[config.mk]
export PLATFORM = sky130hd
export DESIGN_NAME = elbeth_mem_arbiter
export DESIGN_NICKNAME = d
export VERILOG_FILES = /design/src/rtl/elbeth_mem_arbiter.sv
export SDC_FILE = /design/constraint.sdc
export NUM_CORES = 1
export LEC_CHECK = 0
export ABC_AREA = 1
export CORE_MARGIN = 4
export CORE_UTILIZATION = 30
export DETAILED_ROUTE_END_ITERATION = 12
export PLACE_DENSITY_LB_ADDON = 0.15
export SKIP_LAST_GASP = 1
export SYNTH_ARGS = -nofsm -noshare
export SYNTH_HDL_FRONTEND = slang
export SYNTH_HIERARCHICAL = 1
export SYNTH_SLANG_ARGS = --single-unit
[constraint.sdc]
create_clock -name clk -period 1.6 [get_ports clk]
set_input_delay 0.24 -clock clk [delete_from_list [all_inputs] [get_ports clk]]
set_output_delay 0.24 -clock clk [all_outputs]
set_load 0.05 [all_outputs]
[src/rtl/elbeth_mem_arbiter.sv]
// Single-port memory arbiter shared by instruction fetch and data load/store.
// Round-robin tie-break, registered request, bounded wait on mem_ready.

module elbeth_mem_lane #(
  parameter int LANE = 0
) (
  input  logic [3:0]  size,
  input  logic [1:0]  off,
  input  logic [31:0] wdata,
  output logic        be,
  output logic [7:0]  wbyte
);
  always_comb begin
    be    = 1'b0;
    wbyte = 8'h00;
    case (size)
      4'b0001: begin
        be    = (off == 2'(LANE));
        wbyte = wdata[7:0];
      end
      4'b0010: begin
        be    = (off[1] == 1'(LANE / 2));
        wbyte = wdata[8*(LANE%2) +: 8];
      end
      4'b1000: begin
        be    = 1'b1;
        wbyte = wdata[8*LANE +: 8];
      end
      default: ;
    endcase
  end
endmodule

module elbeth_mem_arbiter #(
  parameter int ADDR_W  = 32,
  parameter int DATA_W  = 32,
  parameter int TIMEOUT = 255
) (
  input  logic              clk,
  input  logic              rst_n,
  input  logic              i_req,
  input  logic [ADDR_W-1:0] i_addr,
  output logic              i_ready,
  output logic [DATA_W-1:0] i_rdata,
  output logic              i_err,
  input  logic              d_req,
  input  logic              d_rw,
  input  logic [ADDR_W-1:0] d_addr,
  input  logic [DATA_W-1:0] d_wdata,
  input  logic [3:0]        d_size,
  input  logic              d_sign,
  output logic              d_ready,
  output logic [DATA_W-1:0] d_rdata,
  output logic              d_err,
  output logic              mem_en,
  output logic              mem_wr,
  output logic [3:0]        mem_be,
  output logic [ADDR_W-1:0] mem_addr,
  output logic [DATA_W-1:0] mem_wdata,
  input  logic [DATA_W-1:0] mem_rdata,
  input  logic              mem_ready
);
  localparam int          NUM_LANES = 4;
  localparam logic [15:0] TO_LAST   = 16'(TIMEOUT - 1);

  typedef enum logic [2:0] {IDLE, BUSY_I, BUSY_D, DONE_I, DONE_D} state_t;

  typedef struct packed {
    logic              wr;
    logic [ADDR_W-1:0] addr;
    logic [3:0]        be;
    logic [DATA_W-1:0] wdata;
    logic [3:0]        size;
    logic [1:0]        off;
    logic              sign;
  } req_t;

  state_t state_q, state_d;
  req_t   req_q;
  logic   last_d_q;
  logic   err_q;
  logic [15:0]       cnt_q;
  logic [DATA_W-1:0] rdata_q;

  logic [NUM_LANES-1:0]      lane_be;
  logic [NUM_LANES-1:0][7:0] lane_wb;

  for (genvar g = 0; g < NUM_LANES; g++) begin : g_lane
    elbeth_mem_lane #(.LANE(g)) u_lane (
      .size (d_size),
      .off  (d_addr[1:0]),
      .wdata(d_wdata),
      .be   (lane_be[g]),
      .wbyte(lane_wb[g])
    );
  end

  // D wins a tie unless it was the last port granted
  logic gnt_d, gnt_i, size_ok, timeout_hit;
  assign gnt_d       = d_req & (~i_req | ~last_d_q);
  assign gnt_i       = i_req & ~gnt_d;
  assign size_ok     = (d_size == 4'b0001) || (d_size == 4'b0010) || (d_size == 4'b1000);
  assign timeout_hit = (cnt_q == TO_LAST);

  logic [7:0]        ld_b;
  logic [15:0]       ld_h;
  logic [DATA_W-1:0] load_ext;

  always_comb begin
    ld_b     = mem_rdata[{req_q.off, 3'b000} +: 8];
    ld_h     = mem_rdata[{req_q.off[1], 4'b0000} +: 16];
    load_ext = mem_rdata;
    case (req_q.size)
      4'b0001: load_ext = req_q.sign ? {{(DATA_W-8){ld_b[7]}}, ld_b}
                                     : {{(DATA_W-8){1'b0}}, ld_b};
      4'b0010: load_ext = req_q.sign ? {{(DATA_W-16){ld_h[15]}}, ld_h}
                                     : {{(DATA_W-16){1'b0}}, ld_h};
      default: load_ext = mem_rdata;
    endcase
  end

  always_comb begin
    state_d = state_q;
    case (state_q)
      IDLE: begin
        if (gnt_d)      state_d = size_ok ? BUSY_D : DONE_D;
        else if (gnt_i) state_d = BUSY_I;
      end
      BUSY_I:  if (mem_ready || timeout_hit) state_d = DONE_I;
      BUSY_D:  if (mem_ready || timeout_hit) state_d = DONE_D;
      default: state_d = IDLE;
    endcase
  end

  always_ff @(posedge clk or negedge rst_n) begin
    if (!rst_n) begin
      state_q  <= IDLE;
      last_d_q <= 1'b0;
      cnt_q    <= '0;
      req_q    <= '0;
      err_q    <= 1'b0;
      rdata_q  <= '0;
    end else begin
      state_q <= state_d;
      case (state_q)
        IDLE: begin
          cnt_q   <= '0;
          err_q   <= 1'b0;
          rdata_q <= '0;
          if (gnt_d) begin
            last_d_q <= 1'b1;
            req_q    <= '{wr: d_rw, addr: {d_addr[ADDR_W-1:2], 2'b00}, be: lane_be,
                          wdata: lane_wb, size: d_size, off: d_addr[1:0], sign: d_sign};
          end else if (gnt_i) begin
            last_d_q <= 1'b0;
            req_q    <= '{wr: 1'b0, addr: {i_addr[ADDR_W-1:2], 2'b00}, be: 4'hF,
                          wdata: '0, size: 4'b1000, off: i_addr[1:0], sign: 1'b0};
          end
        end
        BUSY_I, BUSY_D: begin
          cnt_q <= cnt_q + 16'd1;
          if (mem_ready)        rdata_q <= req_q.wr ? '0 : load_ext;
          else if (timeout_hit) err_q   <= 1'b1;
        end
        default: cnt_q <= '0;
      endcase
    end
  end

  // mem_* are driven only while busy so the bus is quiet otherwise
  assign mem_en    = (state_q == BUSY_I) || (state_q == BUSY_D);
  assign mem_wr    = (state_q == BUSY_D) && req_q.wr;
  assign mem_be    = mem_en ? req_q.be   : 4'h0;
  assign mem_addr  = mem_en ? req_q.addr : '0;
  assign mem_wdata = mem_wr ? req_q.wdata : '0;

  assign i_ready = (state_q == DONE_I);
  assign i_err   = i_ready & err_q;
  assign i_rdata = i_ready ? rdata_q : '0;
  assign d_ready = (state_q == DONE_D);
  assign d_err   = d_ready & err_q;
  assign d_rdata = d_ready ? rdata_q : '0;
endmodule

==> key figures <==
Outcome
  – Outcome: complete, but fails checks
  – Failing checks: setup timing

Pwr
  – Power Density: 1593 nW/um^2
  – Maximum vdd drop: 1.292 mV
  – Leakage power: 6.375 nW

Placed design
  – Detailed Place HPWL: 21160 um
  – Final Wtd Congestion: 0.8433
  – Post-Place Cells: 1806
  – IO buf count: 274

Routing
  – Pre-antenna DRT Iters: 5
  – DRT iter0 DRCs: 474
  – Vias per cell: 4.687
  – Final ANT Viol Nets: 0
  – WL final: 28520 um
  – Via Count: 8689
  – Wire per inst: 15.38 um
  – Drt drc: 0

STA
  – Post-Route Setup TNS: -52.06 ns
  – Slew Limit Fails: 0
  – RSZ-0062 raised after global routing: true
  – Minimum period implied by the final worst setup slack: 2.008 ns
  – Clk_skew: 0.01495 ns
  – Max Freq: 497.9 MHz
  – Min Hold Slack: 0.2128 ns
  – Fin crit share: 125.5%
  – Final Hold Viols: 0
  – Final worst slack: -0.4084 ns
  – Final setup vio count: 167

Clocking
  – CTS Sinks: 127
  – CTS tree: built
  – Clock Tree Buf Depth: 2
  – Clk_lat worst skew: 0.42 ns
  – Number of H-tree levels: 4
  – Root buf cell: clkbuf_16
  – Clk pin slew, worst setup/hold paths: 0.06 ns
  – CTS buffer count: 17

Finish
  – # fillers: 2260
  – Layout cell share with drive strength beyond 1: 29.40%
  – Most common cell after layout, fill and taps aside: nand2_1
  – Area delta synth->final: 90.33%
  – Layout net count: 1652
  – Non-filler cells, final: 1854
  – Most frequent cells in the layout: 279 x nand2_1, 161 x inv_1, 155 x buf_12
  – Antenna cells: 0

Critical path
  – Worst setup EP type: primary output
  – Critical path type: reg2out
  – Critical Path Source Type: flop
  – Critical path peak fanout: 10
  – Worst Path Required: 1.36 ns
  – Arrival time at the worst endpoint: 1.77 ns

Floorplanning
  – Starting Density: 30.79%
  – Die outline area: 28790 um^2
  – Core box area: 25470 um^2
  – Die span in y: 169.7 um
  – Num rows: 58
  – Chip Width: 169.7 um
  – Io pins: 277

Yosys
  – Post-synthesis cell type count: 35
  – Seq/Total Area, Yosys: 40.52%
  – Area leader, netlist: dfrtp_1
  – Synth top area share: 40.52%
  – Top cells by area, synth: dfrtp_1 41%, nand2_1 13%, nor2_1 12%
  – Synth async-reset ratio: 100.0%
  – FF+latch count, synth: 127
  – EDFF count, synth: 0
  – Area of the mapped netlist: 7843 um^2
  – Synth Flop Type: dfrtp_1
  – Syn avg cell area: 6.624 um^2
  – Post-Syn Instances: 1184
  – Yosys warnings: 6

GRT
  – Vias in the first global route: 8624
  – Grt ovf: 0
  – Initial antenna violation count: 1
  – Largest net degree at the start of global routing: 75
  – First-pass GRT wire length: 45160 um
  – Total track usage: 19.48%

Hold path
  – Min-delay worst type: in2async

Flow run
  – Max Cap Viol: 0
[stage by stage]
step / setup WS, ns / instance area, um^2 / power (mW) / utilization, %
floorplan: -0.3275 / 9146 / 13.77 / -
global placement: -0.08915 / 13950 / 18.89 / 54.76
detailed placement: -0.1037 / 13950 / 19.06 / 54.76
CTS: -0.4400 / 14820 / 23.74 / 58.17
global route: -0.4835 / 14930 / 25.28 / 58.60
finish: -0.4084 / 14930 / 23.78 / 58.60
[synth_stat cells (11+ instances only)]
cell type  instances
o21ai_0           82
a21oi_1           11
clkbuf_1          18
dfrtp_1          127
nand3_1           87
nand2_1          281
buf_2             20
nor2_2            14
nand4_1           12
nor2_1           255
o22ai_1           34
inv_1            166
[what timing repair did]
action                                  CTS  global route
gates resized for setup                  36             8
pin swaps                                11             6
gates cloned                              5             3
buffers inserted                          8             3
endpoints found under the hold margin    53             0
endpoints found under the setup margin  148           237
hold buffers                              1             0
[path summary, 6_finish.rpt]
path / end / from / slack, ns / cells past startpoint
max in group asynchronous: state_q[1]$_DFFE_PN0P_ / rst_n / 0.70 / 3
setup reg to reg: rdata_q[19]$_DFFE_PN0P_ / state_q[2]$_DFFE_PN0P_ / -0.15 / 12
hold / removal: req_q[61]$_DFFE_PN0P_ / rst_n / 0.21 / 2
setup / recovery: mem_wdata[10] / state_q[2]$_DFFE_PN0P_ / -0.41 / 7
hold reg to reg: rdata_q[16]$_DFFE_PN0P_ / rdata_q[16]$_DFFE_PN0P_ / 0.48 / 2
min in group clk: req_q[0]$_DFFE_PN0P_ / d_sign / 0.43 / 2
[routing by layer]
layer,GRT usage [%],routed length [um],up-vias
li1,-,-,4342
met1,25.56,12480,4009
met2,32.02,13260,294
met3,5.031,2089,42
met4,5.215,685,2
met5,0,13,-
[cell type report]
cell class                      instances  area, um^2  share of cell area, %
Clock buffer                           20       446.7                  2.992
Clock inverter                         12       90.09                 0.6035
Inverter                              178       708.2                  4.744
Multi-Input combinational cell        828        4801                  32.16
Sequential cell                       127        3182                  21.32
Tap cell                              330       412.9                  2.766
Timing Repair Buffer                  359        5286                  35.41
[state kept, by name, indices dropped and copies added (netlist names)]
register and count:
last_d_q 1, req_q 74, cnt_q 16, rdata_q 32, state_q 3, err_q 1
[cells by family (layout without fill, tap and decap cells)]
logic type,count (synthesis),in the layout,synth area share [%]
adders and majority gates,2,2,0.3190
buffers and inverters,230,569,12.14
xor gates and xnor gates,5,5,0.5584
other,1,2,0.04782
and+or+nand+nor,686,686,37.16
AOI/OAI and AO/OA,133,133,9.253
DFF,127,127,40.52
[worst max-delay path, stage by stage (launching register included)]
cell     delay (ns)
dfrtp_2        0.46
inv_4          0.10
nand3_4        0.08
nor2_4         0.16
inv_6          0.09
buf_16         0.17
nor2_4         0.14
buf_12         0.14
[report_power, final]
part | internal (mW) | leakage [nW] | switching (mW)
registers | 4.29 | 1.66 | 0.499
logic | 6.46 | 4.46 | 8.95
clock network | 2.03 | 0.256 | 1.55
No activity file was read; power rests on OpenSTA's default activity.
